### config.mk
export PLATFORM = sky130hd
export DESIGN_NAME = sipo_frame_rx
export DESIGN_NICKNAME = d
export VERILOG_FILES = /design/src/rtl/sipo_frame_rx_pkg.sv /design/src/rtl/sipo_frame_rx_out_buf.sv /design/src/rtl/sipo_frame_rx.sv
export SDC_FILE = /design/constraint.sdc
export NUM_CORES = 1
export LEC_CHECK = 0
export ABC_AREA = 1
export BUFFER_PORTS_ARGS = -buffer_cell sky130_fd_sc_hd__buf_2
export CAP_MARGIN = 20
export CELL_PAD_IN_SITES_DETAIL_PLACEMENT = 0
export CELL_PAD_IN_SITES_GLOBAL_PLACEMENT = 1
export CORE_MARGIN = 1.5
export CORE_UTILIZATION = 44
export CTS_BUF_LIST = sky130_fd_sc_hd__clkbuf_8
export DETAILED_ROUTE_END_ITERATION = 8
export GPL_ROUTABILITY_DRIVEN = 0
export GPL_TIMING_DRIVEN = 0
export PLACE_DENSITY_LB_ADDON = 0.1
export SKIP_LAST_GASP = 1
export SLEW_MARGIN = 25
export SYNTH_ARGS = -nofsm -noshare
export SYNTH_HDL_FRONTEND = slang
export SYNTH_SLANG_ARGS = --single-unit
### constraint.sdc
create_clock -name clk -period 2.1 [get_ports clk]
set_input_delay 0.315 -clock clk [delete_from_list [all_inputs] [get_ports clk]]
set_output_delay 0.315 -clock clk [all_outputs]
set_load 0.05 [all_outputs]
### src/rtl/sipo_frame_rx_pkg.sv
// Shared definitions for the serial frame receiver.
//  - rx_state_e    : receiver FSM state encoding
//  - START_LEVEL   : line level of a start bit
//  - STOP_LEVEL    : line level of a valid stop bit
//  - DEFAULT_WIDTH : default number of data bits per frame
package sipo_frame_rx_pkg;

  typedef enum logic [1:0] {
    ST_IDLE   = 2'd0,
    ST_DATA   = 2'd1,
    ST_PARITY = 2'd2,
    ST_STOP   = 2'd3
  } rx_state_e;

  localparam logic START_LEVEL   = 1'b0;
  localparam logic STOP_LEVEL    = 1'b1;
  localparam int   DEFAULT_WIDTH = 4;

endpackage

### src/rtl/sipo_frame_rx_out_buf.sv
// rx_out_buf: single-entry output holding register with valid/ready.
//  clk, reset : clock, synchronous active-high reset
//  load_i     : a completed word is offered this cycle
//  data_i     : offered word
//  ferr_i     : offered word had a bad stop bit
//  perr_i     : offered word had a parity mismatch
//  ready_i    : consumer accepts the held word when valid_o && ready_i
//  data_o     : held word, stable while valid_o=1
//  valid_o    : held word is valid
//  ferr_o     : frame error flag of the held word
//  perr_o     : parity error flag of the held word
//  overrun_o  : one-cycle pulse, an offered word was dropped
//
// Handshake: a word is transferred on a clk edge where valid_o && ready_i.
// While valid_o=1, data_o/ferr_o/perr_o do not change until that transfer.
module rx_out_buf #(
  parameter int W = 4
) (
  input  logic         clk,
  input  logic         reset,
  input  logic         load_i,
  input  logic [W-1:0] data_i,
  input  logic         ferr_i,
  input  logic         perr_i,
  input  logic         ready_i,
  output logic [W-1:0] data_o,
  output logic         valid_o,
  output logic         ferr_o,
  output logic         perr_o,
  output logic         overrun_o
);

  logic [W-1:0] data_q, data_d;
  logic         valid_q, valid_d;
  logic         ferr_q, ferr_d;
  logic         perr_q, perr_d;
  logic         ovr_q, ovr_d;

  // The slot is free if empty or being drained on this same edge.
  logic slot_free;
  assign slot_free = !valid_q || ready_i;

  always_comb begin
    data_d  = data_q;
    valid_d = valid_q;
    ferr_d  = ferr_q;
    perr_d  = perr_q;
    ovr_d   = 1'b0;
    if (load_i && slot_free) begin
      data_d  = data_i;
      ferr_d  = ferr_i;
      perr_d  = perr_i;
      valid_d = 1'b1;
    end else begin
      if (valid_q && ready_i) valid_d = 1'b0;
      // New word arrives while the held one is stuck: drop the new one.
      if (load_i) ovr_d = 1'b1;
    end
  end

  always_ff @(posedge clk) begin
    if (reset) begin
      data_q  <= '0;
      valid_q <= 1'b0;
      ferr_q  <= 1'b0;
      perr_q  <= 1'b0;
      ovr_q   <= 1'b0;
    end else begin
      data_q  <= data_d;
      valid_q <= valid_d;
      ferr_q  <= ferr_d;
      perr_q  <= perr_d;
      ovr_q   <= ovr_d;
    end
  end

  assign data_o    = data_q;
  assign valid_o   = valid_q;
  assign ferr_o    = ferr_q;
  assign perr_o    = perr_q;
  assign overrun_o = ovr_q;

endmodule

### src/rtl/sipo_frame_rx.sv
// sipo_frame_rx: serial-to-parallel frame receiver, LSB-first stream.
// Frame: start(0), WIDTH data bits, optional parity bit, stop(1).
//  clk, reset : clock, synchronous active-high reset
//  s_in, s_en : serial bit and its strobe (sampled only when s_en=1)
//  data       : received word (valid/ready output, held while valid=1)
//  valid      : data/flags valid until accepted
//  ready      : consumer ready
//  frame_err  : stop bit was 0 for the word on data
//  parity_err : parity mismatch for the word on data
//  overrun    : one-cycle pulse, completed frame dropped
//  busy       : FSM not idle
//  dbg_state  : current FSM state (rx_state_e encoding)
module sipo_frame_rx
  import sipo_frame_rx_pkg::*;
#(
  parameter int WIDTH      = DEFAULT_WIDTH,
  parameter int PARITY_EN  = 1,
  parameter int PARITY_ODD = 0
) (
  input  logic             clk,
  input  logic             reset,
  input  logic             s_in,
  input  logic             s_en,
  output logic [WIDTH-1:0] data,
  output logic             valid,
  input  logic             ready,
  output logic             frame_err,
  output logic             parity_err,
  output logic             overrun,
  output logic             busy,
  output logic [1:0]       dbg_state
);

  localparam int             CW      = $clog2(WIDTH + 1);
  localparam logic [CW-1:0]  LAST    = CW'(WIDTH - 1);
  localparam logic           ODD_BIT = (PARITY_ODD != 0);

  rx_state_e        state_q, state_d;
  logic [CW-1:0]    count_q, count_d;
  logic [WIDTH-1:0] shift_q, shift_d;
  logic             par_bad_q, par_bad_d;
  logic             done;
  logic             ferr_n;

  always_comb begin
    state_d   = state_q;
    count_d   = count_q;
    shift_d   = shift_q;
    par_bad_d = par_bad_q;
    done      = 1'b0;
    ferr_n    = 1'b0;
    if (s_en) begin
      unique case (state_q)
        ST_IDLE: begin
          if (s_in == START_LEVEL) begin
            state_d   = ST_DATA;
            count_d   = '0;
            par_bad_d = 1'b0;
          end
        end
        ST_DATA: begin
          shift_d = {s_in, shift_q[WIDTH-1:1]};
          count_d = count_q + 1'b1;
          if (count_q == LAST) state_d = (PARITY_EN != 0) ? ST_PARITY : ST_STOP;
        end
        ST_PARITY: begin
          par_bad_d = (^shift_q) ^ s_in ^ ODD_BIT;
          state_d   = ST_STOP;
        end
        ST_STOP: begin
          done    = 1'b1;
          ferr_n  = (s_in != STOP_LEVEL);
          state_d = ST_IDLE;
        end
        default: state_d = ST_IDLE;
      endcase
    end
  end

  always_ff @(posedge clk) begin
    if (reset) begin
      state_q   <= ST_IDLE;
      count_q   <= '0;
      shift_q   <= '0;
      par_bad_q <= 1'b0;
    end else begin
      state_q   <= state_d;
      count_q   <= count_d;
      shift_q   <= shift_d;
      par_bad_q <= par_bad_d;
    end
  end

  rx_out_buf #(.W(WIDTH)) u_out_buf (
    .clk       (clk),
    .reset     (reset),
    .load_i    (done),
    .data_i    (shift_q),
    .ferr_i    (ferr_n),
    .perr_i    (par_bad_q),
    .ready_i   (ready),
    .data_o    (data),
    .valid_o   (valid),
    .ferr_o    (frame_err),
    .perr_o    (parity_err),
    .overrun_o (overrun)
  );

  assign busy      = (state_q != ST_IDLE);
  assign dbg_state = state_q;

endmodule

# Word level (Yosys, flattened, before mapping)
# Index checks and enable logic that the tools add are counted.
dict set report classes {
  addsub 1
  n_eq_ne 6
  n_mux 14
  bitwise_logic 2
  reduce_logical 15
}
# op n
set op_table {}
lappend op_table {{3-bit AND reduction} 3}
lappend op_table {{1-bit 2-to-1 mux} 8}
lappend op_table {{2-bit case mux with 4 select lines} 1}
lappend op_table {{2-bit nonzero test} 4}
lappend op_table {{3-bit case mux with 2 select lines} 1}
lappend op_table {{2-bit == test (second input constant)} 2}
lappend op_table {{2-bit 2-to-1 mux} 2}
lappend op_table {{2-bit inequality test (second input constant)} 2}
lappend op_table {{4-bit XOR reduction} 1}
lappend op_table {{3-bit by 1-bit adder with 3-bit output (second input constant)} 1}
lappend op_table {{3-bit by 2-bit == test with 1-bit output (second input constant)} 1}
lappend op_table {{3-bit 2-to-1 mux} 1}
lappend op_table {{2-bit by 1-bit == test with 1-bit output (second input constant)} 1}
lappend op_table {{1-bit logical AND} 2}
lappend op_table {{2-bit zero test} 1}
lappend op_table {{1-bit case mux with 2 select lines} 1}
lappend op_table {{2-bit AND reduction} 1}
lappend op_table {{2-bit OR reduction} 1}
lappend op_table {{1-bit zero test} 1}
lappend op_table {{1-bit logical OR} 1}
lappend op_table {{1-bit NOT} 1}
lappend op_table {{1-bit bitwise XOR} 1}
dict set report totals {
  register_bits 18
  in_bits 5
}

# Depth between registers and ports, before layout
dict set report depth {
  ltp_word 5
  mapped_depth 9
  ltp_nobuf 9
}

# Modules after synthesis
# From an unflattened synthesis, not the netlist that was laid out.
dict set report unflattened {
  cells_unflattened 125
  area_unflattened_um2 932.1
}
# module n_inst cells_each area_per_inst_um2 seq_area_each_um2
set modules_own_cells {}
lappend modules_own_cells {sipo_frame_rx 1 79 574.3 200.2}
lappend modules_own_cells {rx_out_buf 1 46 357.8 160.2}

# Worst setup path after synthesis
# OpenSTA, ideal clock, no wires.
dict set report synth_timing {
  path_type {reg-to-output}
  start {register state_q[0] (netlist: dbg_state[0])}
  end {output port busy}
  arrival_ns 1.421
  setup_slack_ns 0.364
  path_stages_with_launch 4
  path_cell_list {dfxtp_1 inv_1 ha_1 inv_1}
}
dict set report synth_via {
  elab_chain_len 1
}
# element line_no
set synth_lines {}
lappend synth_lines {{start, declared} sipo_frame_rx.sv:38} ;# rx_state_e state_q, state_d;
lappend synth_lines {{start signal, assigned} sipo_frame_rx.sv:87} ;# state_q <= state_d;
lappend synth_lines {{2-bit nonzero test} sipo_frame_rx.sv:109} ;# assign busy = (state_q != ST_IDLE);
lappend synth_lines {{end, declared} sipo_frame_rx.sv:30} ;# output logic busy,
# No other way between the ends.

# Worst setup path after layout
# Same ends and word-level chain as after synthesis.

==> impl_results.rst <==
.. list-table::
   :header-rows: 1

   * - Metric
     - Value
   * - Port Buf Inserts
     - 15
   * - R2r setup slk
     - 740 ps
   * - Core area
     - 1760 um2
   * - Layout cells sized above 1
     - 29.3%
   * - Tcrit/Tclk final
     - 76.8%
   * - Proportion of synthesized chip area in sequential cells
     - 42.8%
   * - TritonCTS clock tree
     - yes
   * - Diode insertion count for antenna repair
     - 0
   * - Synthesized area per cell
     - 8.10 um2
   * - Largest clock skew in the final design
     - 1.96 ps
   * - Number of distinct standard cells referenced by the synthesized netlist
     - 19
   * - Number of buffer and inverter instances along the worst setup path
     - 3
   * - Final net count
     - 136
   * - Maximum achievable frequency
     - 0.620 GHz
   * - Buffer count from post-CTS setup fixing
     - 0
   * - Antenna viol nets, final
     - 0
   * - Max cap viols
     - 0
   * - Type of the tightest min-delay check
     - in -> reg
   * - DR WL/cell
     - 9.93 um
   * - H-Tree Level Count
     - 1
   * - Maximum clock path buffer count
     - 2
   * - Category of the worst setup path launch point
     - register
   * - Post-Synthesis Cells
     - 104
   * - Share of total power consumed by net switching
     - 29.8%
   * - Setup TNS Final
     - 0 ps
   * - Vias/cell
     - 4.68
   * - Clock transition at the registers of the reported paths
     - 70 ps
   * - Register bit total from synthesis
     - 18
   * - Wire length of the first global-routing pass
     - 2570 um
   * - Final setup violation count
     - 0
   * - Status
     - completed
   * - Utilization of the core after routing
     - 56.9%
   * - Number of antenna violations at the first check in global routing
     - 0
   * - Hold violation total from the final report
     - 0
   * - Ports placed on the boundary
     - 16
   * - Via count of the first global-routing pass
     - 640
   * - Total Routing Usage GR
     - 16.5%
   * - Crit path max-delay cell type
     - dfxtp_1
   * - Root buf cell
     - clkbuf_8
   * - DRC marker count from the first detailed-route iteration
     - 5
   * - Clk_lat worst skew
     - 250 ps
   * - Largest net degree at the start of global routing
     - 11
   * - Iteration count of the initial detailed-routing pass
     - 4
   * - Tightest slew margin relative to the limit
     - 83.3%
   * - Die X
     - 46.7 um
   * - Share of power burned in the clock network
     - 33.3%
   * - Via Count
     - 692
   * - Internal portion of total power
     - 577 uW
   * - Most frequent cells in the layout
     - dfxtp_1, buf_2, inv_1
   * - Floorplan row count
     - 15
   * - Netlist Area Pre-Place
     - 842 um2
   * - Psw
     - 245 uW
   * - Placed wire-length estimate after detailed placement
     - 1160 um
   * - Worst slew pin tran
     - 252 ps
   * - CTS-repair resized insts
     - 0
   * - Worst path max stage delay
     - 380 ps
   * - Flop pwr share
     - 45.2%
   * - Count of hold buffers inserted by post-cts repair
     - 0
   * - Final Slew Violations
     - 0
   * - CTS sink count
     - 18
   * - Synthesized Nets
     - 116
   * - Warning count from the yosys run
     - 0
   * - # DRC
     - 0
   * - Total routed wirelength
     - 1470 um
   * - Final critical path time including I/O delays and setup
     - 1610 ps
   * - Cell seen most often among critical-path stages
     - inv_1
   * - Critical-path cell list
     - inv_1 -> ha_1 -> inv_1 -> buf_2
   * - DIE HEIGHT
     - 46.7 um
   * - Power density of the placed cells
     - 820 nW/um2
   * - Overflow after GRT
     - 0
   * - Worst voltage drop across the vdd grid
     - 0.424 mV
   * - Critical Setup Path Class
     - reg -> out
   * - Starting density of the core
     - 47.7%
   * - Static leakage
     - 0.472 nW
   * - Critical path arrival
     - 1300 ps
   * - Max FO, Critical Path
     - 4
   * - Kind of end point of the critical path
     - primary output
   * - Combinational fraction of design power
     - 21.5%
   * - RSZ-0062 raised after global routing
     - no
   * - Top Family by Delay on Critical Path
     - buffers and inverters
   * - TritonCTS Buffers
     - 3
   * - Data required time at the worst endpoint
     - 1780 ps
   * - Overall die area
     - 2190 um2
   * - Layout area overhead
     - 19.2%
   * - Most common cell after layout, fill and taps aside
     - dfxtp_1
## routing by layer
| metal | part of all wire, % | up-vias | global-route usage [%] |
|---|---|---|---|
| li1 | - | 377 | - |
| met1 | 49 | 294 | 20.6 |
| met2 | 45 | 17 | 28.1 |
| met3 | 4.7 | 4 | 3.46 |
| met4 | 1.4 | 0 | 6.67 |
| met5 | 0 | - | 0 |
## power groups by stage
stage	logic, mW	registers, mW	clock network (mW)
after floorplan	0.111	0.408	0
after global placement	0.176	0.379	0
after detailed placement	0.179	0.380	0
after CTS	0.179	0.372	0.290
after global routing	0.198	0.374	0.304
final	0.177	0.372	0.274
## cells in the mapped netlist
cell | n | share of area [%]
xnor2_1 | 1 | 1.0
nand3_1 | 2 | 1.2
nor2_2 | 2 | 1.5
nand2_1 | 9 | 4.0
a22oi_1 | 1 | 0.89
nor3_1 | 2 | 1.2
inv_1 | 14 | 6.2
o21ai_1 | 2 | 1.2
a21oi_2 | 2 | 2.1
inv_2 | 3 | 1.3
nand2_2 | 4 | 3.0
clkbuf_4 | 1 | 0.89
o21ai_0 | 10 | 5.9
o21ai_2 | 3 | 3.1
ha_1 | 7 | 10
dfxtp_1 | 18 | 43
nand3_2 | 2 | 2.4
nor2_1 | 11 | 4.9
a21oi_1 | 10 | 5.9
## final cells by class
cell class,instances,area [um2]
buffer,1,7.51
fill,186,761
clock buffer,4,55.1
sequential,18,360
timing repair buffer,15,75.1
tap,25,31.3
inverter,17,63.8
multi-input combinational,68,410
## through the flow
stage	setup slack (ps)	std cells	instance area [um2]	hold WS, ps	total power, mW
floorplan	364	104	842	377	0.519
global placement	749	144	948	457	0.555
detailed placement	734	144	948	469	0.558
CTS	471	148	1000	285	0.841
global route	391	148	1000	304	0.876
finish	487	148	1000	290	0.822
## cells by family after synthesis
family	count (synthesis)	share of synthesized area, %
and+or+nand+nor	32	18.1
AOI/OAI and AO/OA	28	19.2
buffers and inverters	18	8.47
DFF	18	42.8
adders and majority gates	7	10.4
xor gates and xnor gates	1	1.04
## flip-flops by register name, summed over array words and instances, names as in the netlist
name,flops
shift_q,4
u_out_buf.perr_o,1
u_out_buf.valid_o,1
u_out_buf.overrun_o,1
par_bad_q,1
count_q,3
u_out_buf.data_o,4
dbg_state,2
u_out_buf.ferr_o,1
## final timing paths
path	start	end	cells after the start
worst min-delay path	s_in	u_out_buf.ferr_o$_SDFFE_PP0P_	2
worst max-delay path	dbg_state[0]$_SDFFE_PP0P_	busy	4
worst max register to register	dbg_state[0]$_SDFFE_PP0P_	dbg_state[0]$_SDFFE_PP0P_	8
worst min register to register	u_out_buf.perr_o$_SDFFE_PP0P_	u_out_buf.perr_o$_SDFFE_PP0P_	2
(Power assumes the default switching activity.)
